### src/rtl/resp_router_2_pkg.sv
// Shared defaults and types for the response router and its tag FIFO.
// The requester index is one bit because the upstream arbiter is 2:1.
package resp_router_2_pkg;

    localparam int DEPTH_DEF  = 4;
    localparam int DATA_W_DEF = 32;

    typedef logic req_idx_t;

endpackage

### src/rtl/resp_router_2_if.sv
// Request-tag and response handshake bundle between the arbiter side, the
// response source and the two requesters; slave is the router's view.
interface resp_router_2_if
    import resp_router_2_pkg::*;
#(
    parameter int DEPTH  = DEPTH_DEF,
    parameter int DATA_W = DATA_W_DEF
) ();
    localparam int CNT_W = $clog2(DEPTH) + 1;

    logic              req_fire;
    req_idx_t          req_chosen;
    logic              req_stall;
    logic              resp_valid;
    logic              resp_ready;
    logic [DATA_W-1:0] resp_bits_data;
    logic              resp_bits_error;
    logic              out_0_valid;
    logic              out_0_ready;
    logic [DATA_W-1:0] out_0_bits_data;
    logic              out_0_bits_error;
    logic              out_1_valid;
    logic              out_1_ready;
    logic [DATA_W-1:0] out_1_bits_data;
    logic              out_1_bits_error;
    logic [CNT_W-1:0]  outstanding;
    logic              spurious;

    modport slave (
        input  req_fire, req_chosen, resp_valid, resp_bits_data, resp_bits_error,
               out_0_ready, out_1_ready,
        output req_stall, resp_ready, out_0_valid, out_0_bits_data, out_0_bits_error,
               out_1_valid, out_1_bits_data, out_1_bits_error, outstanding, spurious
    );

    modport master (
        output req_fire, req_chosen, resp_valid, resp_bits_data, resp_bits_error,
               out_0_ready, out_1_ready,
        input  req_stall, resp_ready, out_0_valid, out_0_bits_data, out_0_bits_error,
               out_1_valid, out_1_bits_data, out_1_bits_error, outstanding, spurious
    );

endinterface

### src/rtl/resp_router_2_tag_fifo.sv
// In-order FIFO of requester tags; push ignored when full, pop ignored when empty.
// Head tag is available combinationally; updates land on the next rising edge.
module tag_fifo
    import resp_router_2_pkg::*;
#(
    parameter int DEPTH = DEPTH_DEF
) (
    input  logic                     clk,
    input  logic                     rst_n,
    input  logic                     push,
    input  logic                     pop,
    input  req_idx_t                 din,
    output req_idx_t                 dout,
    output logic                     full,
    output logic                     empty,
    output logic [$clog2(DEPTH):0]   count
);
    localparam int PTR_W = $clog2(DEPTH);
    localparam int CNT_W = PTR_W + 1;

    req_idx_t         r_mem [DEPTH];
    logic [PTR_W-1:0] r_wr;
    logic [PTR_W-1:0] r_rd;
    logic [CNT_W-1:0] r_count;
    logic             w_push;
    logic             w_pop;

    assign full   = (r_count == CNT_W'(DEPTH));
    assign empty  = (r_count == '0);
    assign count  = r_count;
    assign dout   = r_mem[r_rd];
    assign w_push = push & ~full;
    assign w_pop  = pop & ~empty;

    // Pointers are exactly log2(DEPTH) wide so they wrap for free.
    always_ff @(posedge clk or negedge rst_n) begin
        if (!rst_n) begin
            r_wr    <= '0;
            r_rd    <= '0;
            r_count <= '0;
            for (int i = 0; i < DEPTH; i++) begin
                r_mem[i] <= '0;
            end
        end else begin
            if (w_push) begin
                r_mem[r_wr] <= din;
                r_wr        <= r_wr + 1'b1;
            end
            if (w_pop) begin
                r_rd <= r_rd + 1'b1;
            end
            case ({w_push, w_pop})
                2'b10:   r_count <= r_count + 1'b1;
                2'b01:   r_count <= r_count - 1'b1;
                default: r_count <= r_count;
            endcase
        end
    end

endmodule

### src/rtl/resp_router_2.sv
// Routes each response to the requester whose request was accepted earliest.
// Zero-latency data path; stalls the arbiter when DEPTH requests are in flight.
module resp_router_2
    import resp_router_2_pkg::*;
#(
    parameter int DEPTH  = DEPTH_DEF,
    parameter int DATA_W = DATA_W_DEF
) (
    input  logic               clk,
    input  logic               reset_n,
    resp_router_2_if.slave     bus
);
    localparam int CNT_W = $clog2(DEPTH) + 1;

    req_idx_t          w_head;
    logic              w_full;
    logic              w_empty;
    logic [CNT_W-1:0]  w_count;
    logic              w_sel_rdy;
    logic              w_pop;
    logic [DATA_W-1:0] w_data;
    logic              r_spurious;

    tag_fifo #(.DEPTH(DEPTH)) u_tag_fifo (
        .clk   (clk),
        .rst_n (reset_n),
        .push  (bus.req_fire),
        .pop   (w_pop),
        .din   (bus.req_chosen),
        .dout  (w_head),
        .full  (w_full),
        .empty (w_empty),
        .count (w_count)
    );

    // Stall derives from occupancy alone so there is no path from req_fire back to ready.
    assign bus.req_stall   = w_full;
    assign bus.outstanding = w_count;

    assign w_sel_rdy       = w_head ? bus.out_1_ready : bus.out_0_ready;
    assign bus.resp_ready  = ~w_empty & w_sel_rdy;
    assign w_pop           = bus.resp_valid & bus.resp_ready;

    assign bus.out_0_valid = bus.resp_valid & ~w_empty & (w_head == 1'b0);
    assign bus.out_1_valid = bus.resp_valid & ~w_empty & (w_head == 1'b1);

    assign w_data               = bus.resp_bits_data;
    assign bus.out_0_bits_data  = w_data;
    assign bus.out_1_bits_data  = w_data;
    assign bus.out_0_bits_error = bus.resp_bits_error;
    assign bus.out_1_bits_error = bus.resp_bits_error;

    always_ff @(posedge clk or negedge reset_n) begin
        if (!reset_n) begin
            r_spurious <= 1'b0;
        end else if (bus.resp_valid && w_empty) begin
            r_spurious <= 1'b1;
        end
    end

    assign bus.spurious = r_spurious;

endmodule

### src/flat_wrapper.sv
// flat-port wrapper written by rule: the top's interface ports become plain ports
module resp_router_2_flat import resp_router_2_pkg::*;
#(
    parameter int DEPTH  = DEPTH_DEF,
    parameter int DATA_W = DATA_W_DEF
)
  (clk, reset_n, bus_req_fire, bus_req_chosen, bus_resp_valid, bus_resp_bits_data, bus_resp_bits_error, bus_out_0_ready, bus_out_1_ready, bus_req_stall, bus_resp_ready, bus_out_0_valid, bus_out_0_bits_data, bus_out_0_bits_error, bus_out_1_valid, bus_out_1_bits_data, bus_out_1_bits_error, bus_outstanding, bus_spurious);
  resp_router_2_if #(.DEPTH(DEPTH), .DATA_W(DATA_W)) bus_i ();
  input  logic clk;
  input  logic reset_n;
  input wire logic [$bits(bus_i.req_fire)-1:0] bus_req_fire;
  input wire logic [$bits(bus_i.req_chosen)-1:0] bus_req_chosen;
  input wire logic [$bits(bus_i.resp_valid)-1:0] bus_resp_valid;
  input wire logic [$bits(bus_i.resp_bits_data)-1:0] bus_resp_bits_data;
  input wire logic [$bits(bus_i.resp_bits_error)-1:0] bus_resp_bits_error;
  input wire logic [$bits(bus_i.out_0_ready)-1:0] bus_out_0_ready;
  input wire logic [$bits(bus_i.out_1_ready)-1:0] bus_out_1_ready;
  output wire logic [$bits(bus_i.req_stall)-1:0] bus_req_stall;
  output wire logic [$bits(bus_i.resp_ready)-1:0] bus_resp_ready;
  output wire logic [$bits(bus_i.out_0_valid)-1:0] bus_out_0_valid;
  output wire logic [$bits(bus_i.out_0_bits_data)-1:0] bus_out_0_bits_data;
  output wire logic [$bits(bus_i.out_0_bits_error)-1:0] bus_out_0_bits_error;
  output wire logic [$bits(bus_i.out_1_valid)-1:0] bus_out_1_valid;
  output wire logic [$bits(bus_i.out_1_bits_data)-1:0] bus_out_1_bits_data;
  output wire logic [$bits(bus_i.out_1_bits_error)-1:0] bus_out_1_bits_error;
  output wire logic [$bits(bus_i.outstanding)-1:0] bus_outstanding;
  output wire logic [$bits(bus_i.spurious)-1:0] bus_spurious;
  assign bus_i.req_fire = bus_req_fire;
  assign bus_i.req_chosen = bus_req_chosen;
  assign bus_i.resp_valid = bus_resp_valid;
  assign bus_i.resp_bits_data = bus_resp_bits_data;
  assign bus_i.resp_bits_error = bus_resp_bits_error;
  assign bus_i.out_0_ready = bus_out_0_ready;
  assign bus_i.out_1_ready = bus_out_1_ready;
  assign bus_req_stall = bus_i.req_stall;
  assign bus_resp_ready = bus_i.resp_ready;
  assign bus_out_0_valid = bus_i.out_0_valid;
  assign bus_out_0_bits_data = bus_i.out_0_bits_data;
  assign bus_out_0_bits_error = bus_i.out_0_bits_error;
  assign bus_out_1_valid = bus_i.out_1_valid;
  assign bus_out_1_bits_data = bus_i.out_1_bits_data;
  assign bus_out_1_bits_error = bus_i.out_1_bits_error;
  assign bus_outstanding = bus_i.outstanding;
  assign bus_spurious = bus_i.spurious;
  resp_router_2 #(.DEPTH(DEPTH), .DATA_W(DATA_W)) u_core (.clk(clk), .reset_n(reset_n), .bus(bus_i));
endmodule
### config.mk
export PLATFORM = sky130hd
export DESIGN_NAME = resp_router_2_flat
export DESIGN_NICKNAME = d
export VERILOG_FILES = /design/src/rtl/resp_router_2_pkg.sv /design/src/rtl/resp_router_2_if.sv /design/src/rtl/resp_router_2_tag_fifo.sv /design/src/rtl/resp_router_2.sv /design/src/flat_wrapper.sv
export SDC_FILE = /design/constraint.sdc
export NUM_CORES = 1
export LEC_CHECK = 0
export ABC_CLOCK_PERIOD_IN_PS = 2000
export CORE_MARGIN = 2
export CORE_UTILIZATION = 28
export CTS_BUF_LIST = sky130_fd_sc_hd__clkbuf_4 sky130_fd_sc_hd__clkbuf_8
export DETAILED_ROUTE_END_ITERATION = 8
export PLACE_DENSITY = 0.79
export RECOVER_POWER = 25
export SLEW_MARGIN = 20
export SYNTH_ARGS = -nofsm -noshare
export SYNTH_HDL_FRONTEND = slang
export SYNTH_SLANG_ARGS = --single-unit
### constraint.sdc
create_clock -name clk -period 2 [get_ports clk]
set_input_delay 0.4 -clock clk [delete_from_list [all_inputs] [get_ports clk]]
set_output_delay 0.4 -clock clk [all_outputs]
set_load 0.01 [all_outputs]
Yosys cells after proc, flatten, opt, wreduce, memory -nomap -nowiden
Cells that the tools add are included.
W data, S select, Z words.
{"block": "op_classes", "add_sub_neg": 4, "n_lt_le_gt_ge": 3, "n_eq_ne": 3, "n_mux": 8, "bitwise": 12, "reduce_logical": 4}
{"operator": "$and A1 B1 Y1", "count": 7}
{"operator": "$ge A3 B3 Y1 const B", "count": 2}
{"operator": "$not A2 Y3", "count": 2}
{"operator": "$pmux W3 S2", "count": 1}
{"operator": "$add A2 B1 Y2 const B", "count": 2}
{"operator": "$bwmux W4", "count": 1}
{"operator": "$mux W1", "count": 4}
{"operator": "$add A3 B1 Y3 const B", "count": 1}
{"operator": "$eq A3 B3 Y1 const B", "count": 1}
{"operator": "$logic_not A3 Y1", "count": 1}
{"operator": "$lt A3 B1 Y1 const B", "count": 1}
{"operator": "$not A1 Y1", "count": 3}
{"operator": "$sub A3 B1 Y3 const B", "count": 1}
{"operator": "$bmux W1 S2", "count": 1}
{"operator": "$demux W1 S2", "count": 1}
{"operator": "$eq A2 B1 Y1 const B", "count": 1}
{"operator": "$eq A2 B2 Y1 const B", "count": 1}
{"operator": "$logic_and A1 B1 Y1", "count": 2}
{"operator": "$reduce_bool A2 Y1", "count": 1}
{"block": "word_totals", "ff_bits": 12, "output_inout_bits": 74, "wordCells": 42}

Logic depth before layout (Yosys ltp)
{"block": "logic_depth", "ltp_word": 10, "depth_mapped": 10}

Hierarchy
A second synthesis with hierarchy kept.
{"block": "unflattened", "cells_unflattened": 129, "hier_area_um2": 1168.6}
{"mod": "tag_fifo", "n_inst": 1, "cells_each": 54, "area_each_um2": 605.6}
{"mod": "resp_router_2", "n_inst": 1, "cells_each": 75, "area_each_um2": 563.0}

Worst setup path after synthesis
OpenSTA, ideal clock, no wires.
{"block": "synth_path", "path_type": "reg-to-reg", "start": "register u_core.u_tag_fifo.r_rd[1]", "end": "register u_core.u_tag_fifo.r_count[2] (netlist: u_core.u_tag_fifo.count[2])", "setup_ps": 79, "arrival_ps": 1989, "required_ps": 1921, "setup_slack_ps": -69, "path_stages_with_launch": 11, "cell_sequence": "dfrtp_1 mux2i_1 mux2i_1 mux2i_1 nor2_1 ha_1 inv_1 fa_1 xor2_1 nor2_1 xor2_1"}
{"block": "synth_between", "elab_chain_cells": 10, "word_cells_on_any_way": 12}
{"item": "start, declared", "line_no": "resp_router_2_tag_fifo.sv:23", "source": "logic [PTR_W-1:0] r_rd;"}
{"item": "start signal, assigned", "line_no": "resp_router_2_tag_fifo.sv:50", "source": "r_rd <= r_rd + 1'b1;"}
{"item": "$not A2 Y3 (not written as such) (*)", "line_no": "resp_router_2_tag_fifo.sv:31", "source": "assign dout = r_mem[r_rd];"}
{"item": "$bmux W1 S2 (*)", "line_no": "resp_router_2_tag_fifo.sv:31"}
{"item": "$mux W1 (not written as such) (*) (2 in series)", "line_no": "resp_router_2_tag_fifo.sv:31"}
{"item": "$mux W1 (*)", "line_no": "resp_router_2.sv:40", "source": "assign w_sel_rdy = w_head ? bus.out_1_ready : bus.out_0_ready;"}
{"item": "$and A1 B1 Y1 (*)", "line_no": "resp_router_2.sv:41", "source": "assign bus.resp_ready = ~w_empty & w_sel_rdy;"}
{"item": "$and A1 B1 Y1 (*)", "line_no": "resp_router_2.sv:42", "source": "assign w_pop = bus.resp_valid & bus.resp_ready;"}
{"item": "$and A1 B1 Y1 (*)", "line_no": "resp_router_2_tag_fifo.sv:33", "source": "assign w_pop = pop & ~empty;"}
{"item": "named net u_core.u_tag_fifo.w_pop", "line_no": "resp_router_2_tag_fifo.sv:26", "source": "logic w_pop;"}
{"item": "$eq A2 B1 Y1 / $eq A2 B2 Y1 (equally long branches)", "line_no": "resp_router_2_tag_fifo.sv:52", "source": "case ({w_push, w_pop})"}
{"item": "$pmux W3 S2 / $reduce_bool A2 Y1 (equally long branches)"}
{"item": "end signal, assigned", "line_no": "resp_router_2_tag_fifo.sv:53", "source": "2'b10: r_count <= r_count + 1'b1;"}
{"item": "end signal, assigned", "line_no": "resp_router_2_tag_fifo.sv:54", "source": "2'b01: r_count <= r_count - 1'b1;"}
{"item": "end signal, assigned", "line_no": "resp_router_2_tag_fifo.sv:55", "source": "default: r_count <= r_count;"}
{"item": "end, declared", "line_no": "resp_router_2_tag_fifo.sv:24", "source": "logic [CNT_W-1:0] r_count;"}
The timed path passes the listed nets; every way through them passes the cells marked *. The select of a mux whose other input is x is not followed.
A chain may end at the register's enable or synchronous reset.

Worst setup path after layout
Same ends and word-level chain as after synthesis.

==> flow_metrics.tcl <==
set metrics [dict create \
    outcome "finished, violations left" \
    violations "negative setup slack" \
    core_mm2 0.004029 \
    postCtsHoldBufs 0 \
    peakVddDrop_mv 0.7625 \
    setup_viol 2 \
    startpoint_type "flop" \
    num-nets-final 136 \
    area_delta_synth_final_pct -14.95 \
    syn_inst 126 \
    crit_chain "mux2i_1 > mux2i_1 > mux2i_1 > nor2_1 > ha_2 > inv_2 > fa_2 > xor2_1 > nor2_1 > xor2_1" \
    grt_first_pass_wirelength_mm 2.380 \
    critPathMostFrequentCell "mux2i_1" \
    overflow 0 \
    drt_iter0_drc 3 \
    multi_input_area_um2 361.6 \
    post-route-period-util 1.060 \
    yosys.area_share.simple 0.07635 \
    gp_congestion 0.6847 \
    cap_violations 0 \
    path_max_fanout 3 \
    rsz0062_at_grt "true" \
    synth_seq_cells 12 \
    min_period_ns 2.119 \
    critPathLaunch "u_core.u_tag_fifo.r_rd[1]" \
    crit_path_end_kind "flop" \
    synth_fa_ha_area_frac 0.06999 \
    drt.antenna.violating_nets 0 \
    cellPowerDensity_mw_per_mm2 1563 \
    synth.avg_cell_area_um2 9.364 \
    seq_area_um2 300.3 \
    tns_ns -0.1296 \
    finClkSkew_ns 0.003814 \
    hold_viol 0 \
    drc 0 \
    synth_cell_types 19 \
    die_h_um 68.92 \
    hp-class "reg -> reg" \
    synth_nets 172 \
    rrSetupSlack_ns -0.12 \
    fmax_mhz 471.9 \
    clock-sinks 12 \
    dieWidth_um 68.92 \
    hold_ws_ns 0.4661 \
    syn-cell-area_mm2 0.001180 \
    design_area_mm2 0.001003 \
    cts.path.max_buffers 2 \
    worstPathArrival_ns 2.28 \
    critPathTopFamily "multiplexers" \
    grt_max_degree 13 \
    start_util 0.2929 \
    antenna_found_initial 0 \
    fin_util 0.2491 \
    rows 23 \
    cpPeakStageDelay_ns 0.39 \
    dp_hpwl_mm 1.110 \
    path_class "reg -> reg" \
    cts-htree-levels 1 \
    cts_tree "yes" \
    p_leak_uw 0.0004643 \
    top_layer "met4" \
    hold_path_end "u_core.bus.spurious" \
    rr_worst_depth 10 \
    track_usage 0.06898 \
    antenna_cells 0 \
    synth_top_family_by_area "buffers and inverters" \
    top_level_ports 114 \
    drtPass1Iterations 2 \
    maxSlewViolCount 0 \
    worst_r2r_endpoint "u_core.u_tag_fifo.count[2]" \
    hold_path_depth 1 \
    tightest_slew_ns 0.5232 \
    vias 507 \
    clock_latency_ns 0.23 \
    avgViaCountPerCell 3.674 \
    maxSlewHeadroom 0.6501 \
    synth-compound-area-share 0.02121 \
    drive_above_1_share 0.3182 \
    drt_wl_total_mm 1.447 \
    cts_root_buffer "clkbuf_8" \
    synth_warnings 0 \
    crit_buf_inv 1 \
    place_area_um2 949.7 \
    synth_seq_area_share 0.2545 \
    numPortBuffers 14 \
    cts_buffers 3 \
    wl_met1_um 566 \
    met2_length_um 716 \
    synth_mux_area_frac 0.09756 \
    wl_met3_um 149 \
    synth_xor_area_frac 0.03712 \
    wire_per_inst_um 10.49 \
    dpl_worst_slack_ns -0.2358 \
    crit_required_ns 2.16 \
    hold_start "u_core.bus.spurious" \
    timing.rr.start "u_core.u_tag_fifo.r_rd[1]" \
    clk_pin_slew_ns 0.05 \
    die_area_mm2 0.004749 \
    slowest_stage "dfrtp_1" \
    fin_ws_ns -0.1192 \
    fillers 435 \
    grt_pass1_vias 564 \
]
area by class of cell:
cell class	instances	share of cell area
clock buffers	3	0.04115
inverters	6	0.02244
multi-input cells	41	0.3604
flip-flops and latches	12	0.2993
well taps	50	0.06234
repair buffers	26	0.2145
how the worst max path moves through the flow:
stage / endpoint / slack [ns] / depth (start not counted)
finish: u_core.u_tag_fifo.count[2] / -0.12 / 10
global route: u_core.u_tag_fifo.count[2] / -0.25 / 10
CTS: u_core.u_tag_fifo.count[2] / -0.19 / 10
detailed placement: u_core.u_tag_fifo.count[2] / -0.24 / 9
global placement: u_core.u_tag_fifo.count[2] / -0.17 / 9
floorplan: u_core.u_tag_fifo.count[2] / -0.07 / 10
flip-flops by register name (all words and copies together), names as in the netlist:
name	cells
u_core.u_tag_fifo.r_wr	2
u_core.u_tag_fifo.r_mem	4
u_core.u_tag_fifo.r_rd	2
u_core.u_tag_fifo.count	3
u_core.bus.spurious	1
power by group:
part           switching (uW)  internal, uW
Sequential                110           373
Combinational             361           514
Clock                    78.1           132
Total                     549          1020
logic make-up (layout without fill, tap and decap cells):
logic type | Yosys count | in the layout
compound gates | 4 | 4
xor+xnor | 5 | 5
simple gates | 15 | 15
buf+inv | 73 | 35
fa+ha+maj | 6 | 6
flops | 12 | 12
mux | 11 | 11
Yosys cell counts:
master / count / area share
ha_1: 5 / 0.053
fa_1: 1 / 0.017
buf_2: 1 / 0.0042
a21o_1: 1 / 0.0064
xor2_1: 3 / 0.022
nand2b_4: 1 / 0.012
nor2_1: 4 / 0.013
buf_4: 66 / 0.42
nor3_1: 1 / 0.0042
xnor2_1: 2 / 0.015
mux2_2: 4 / 0.038
nor2b_1: 2 / 0.011
dfrtp_1: 12 / 0.25
mux2i_1: 7 / 0.059
o21ai_0: 2 / 0.0085
nand2_1: 5 / 0.016
inv_1: 6 / 0.019
o31ai_1: 1 / 0.0064
nor3b_2: 2 / 0.021
metrics by stage:
| step | total power (uW) | std cells |
|---|---|---|
| 2_1_floorplan | 1090 | 126 |
| 3_3_place_gp | 1332 | 132 |
| 3_5_place_dp | 1348 | 132 |
| 4_1_cts | 1593 | 137 |
| 5_1_grt | 1712 | 138 |
| 6_report | 1569 | 138 |
layout by cell type (no fill, tap or decap), drive strengths merged:
cell           count
ha                 5
clkdlybuf4s50     11
buf               14
xor2               3
clkbuf             4
nand2              5
dfrtp             12
o31ai              1
fa                 1
nor2b              2
a21o               1
mux2               4
nor2               4
nor3               1
xnor2              2
mux2i              7
nor3b              2
inv                6
nand2b             1
o21ai              2
layer usage:
layer,vias up,GRT usage
li1,251,-
met1,243,0.06852
met2,11,0.1178
met3,2,0.02435
met4,0,0.05147
met5,-,0
repair_timing:
item,in CTS,in global routing
resized for setup,11,3
buffers inserted,2,1
setup endpoints to repair,5,5
endpoints found under the hold margin,0,0
pin swaps,3,3
No activity file was read; power rests on OpenSTA's default activity.
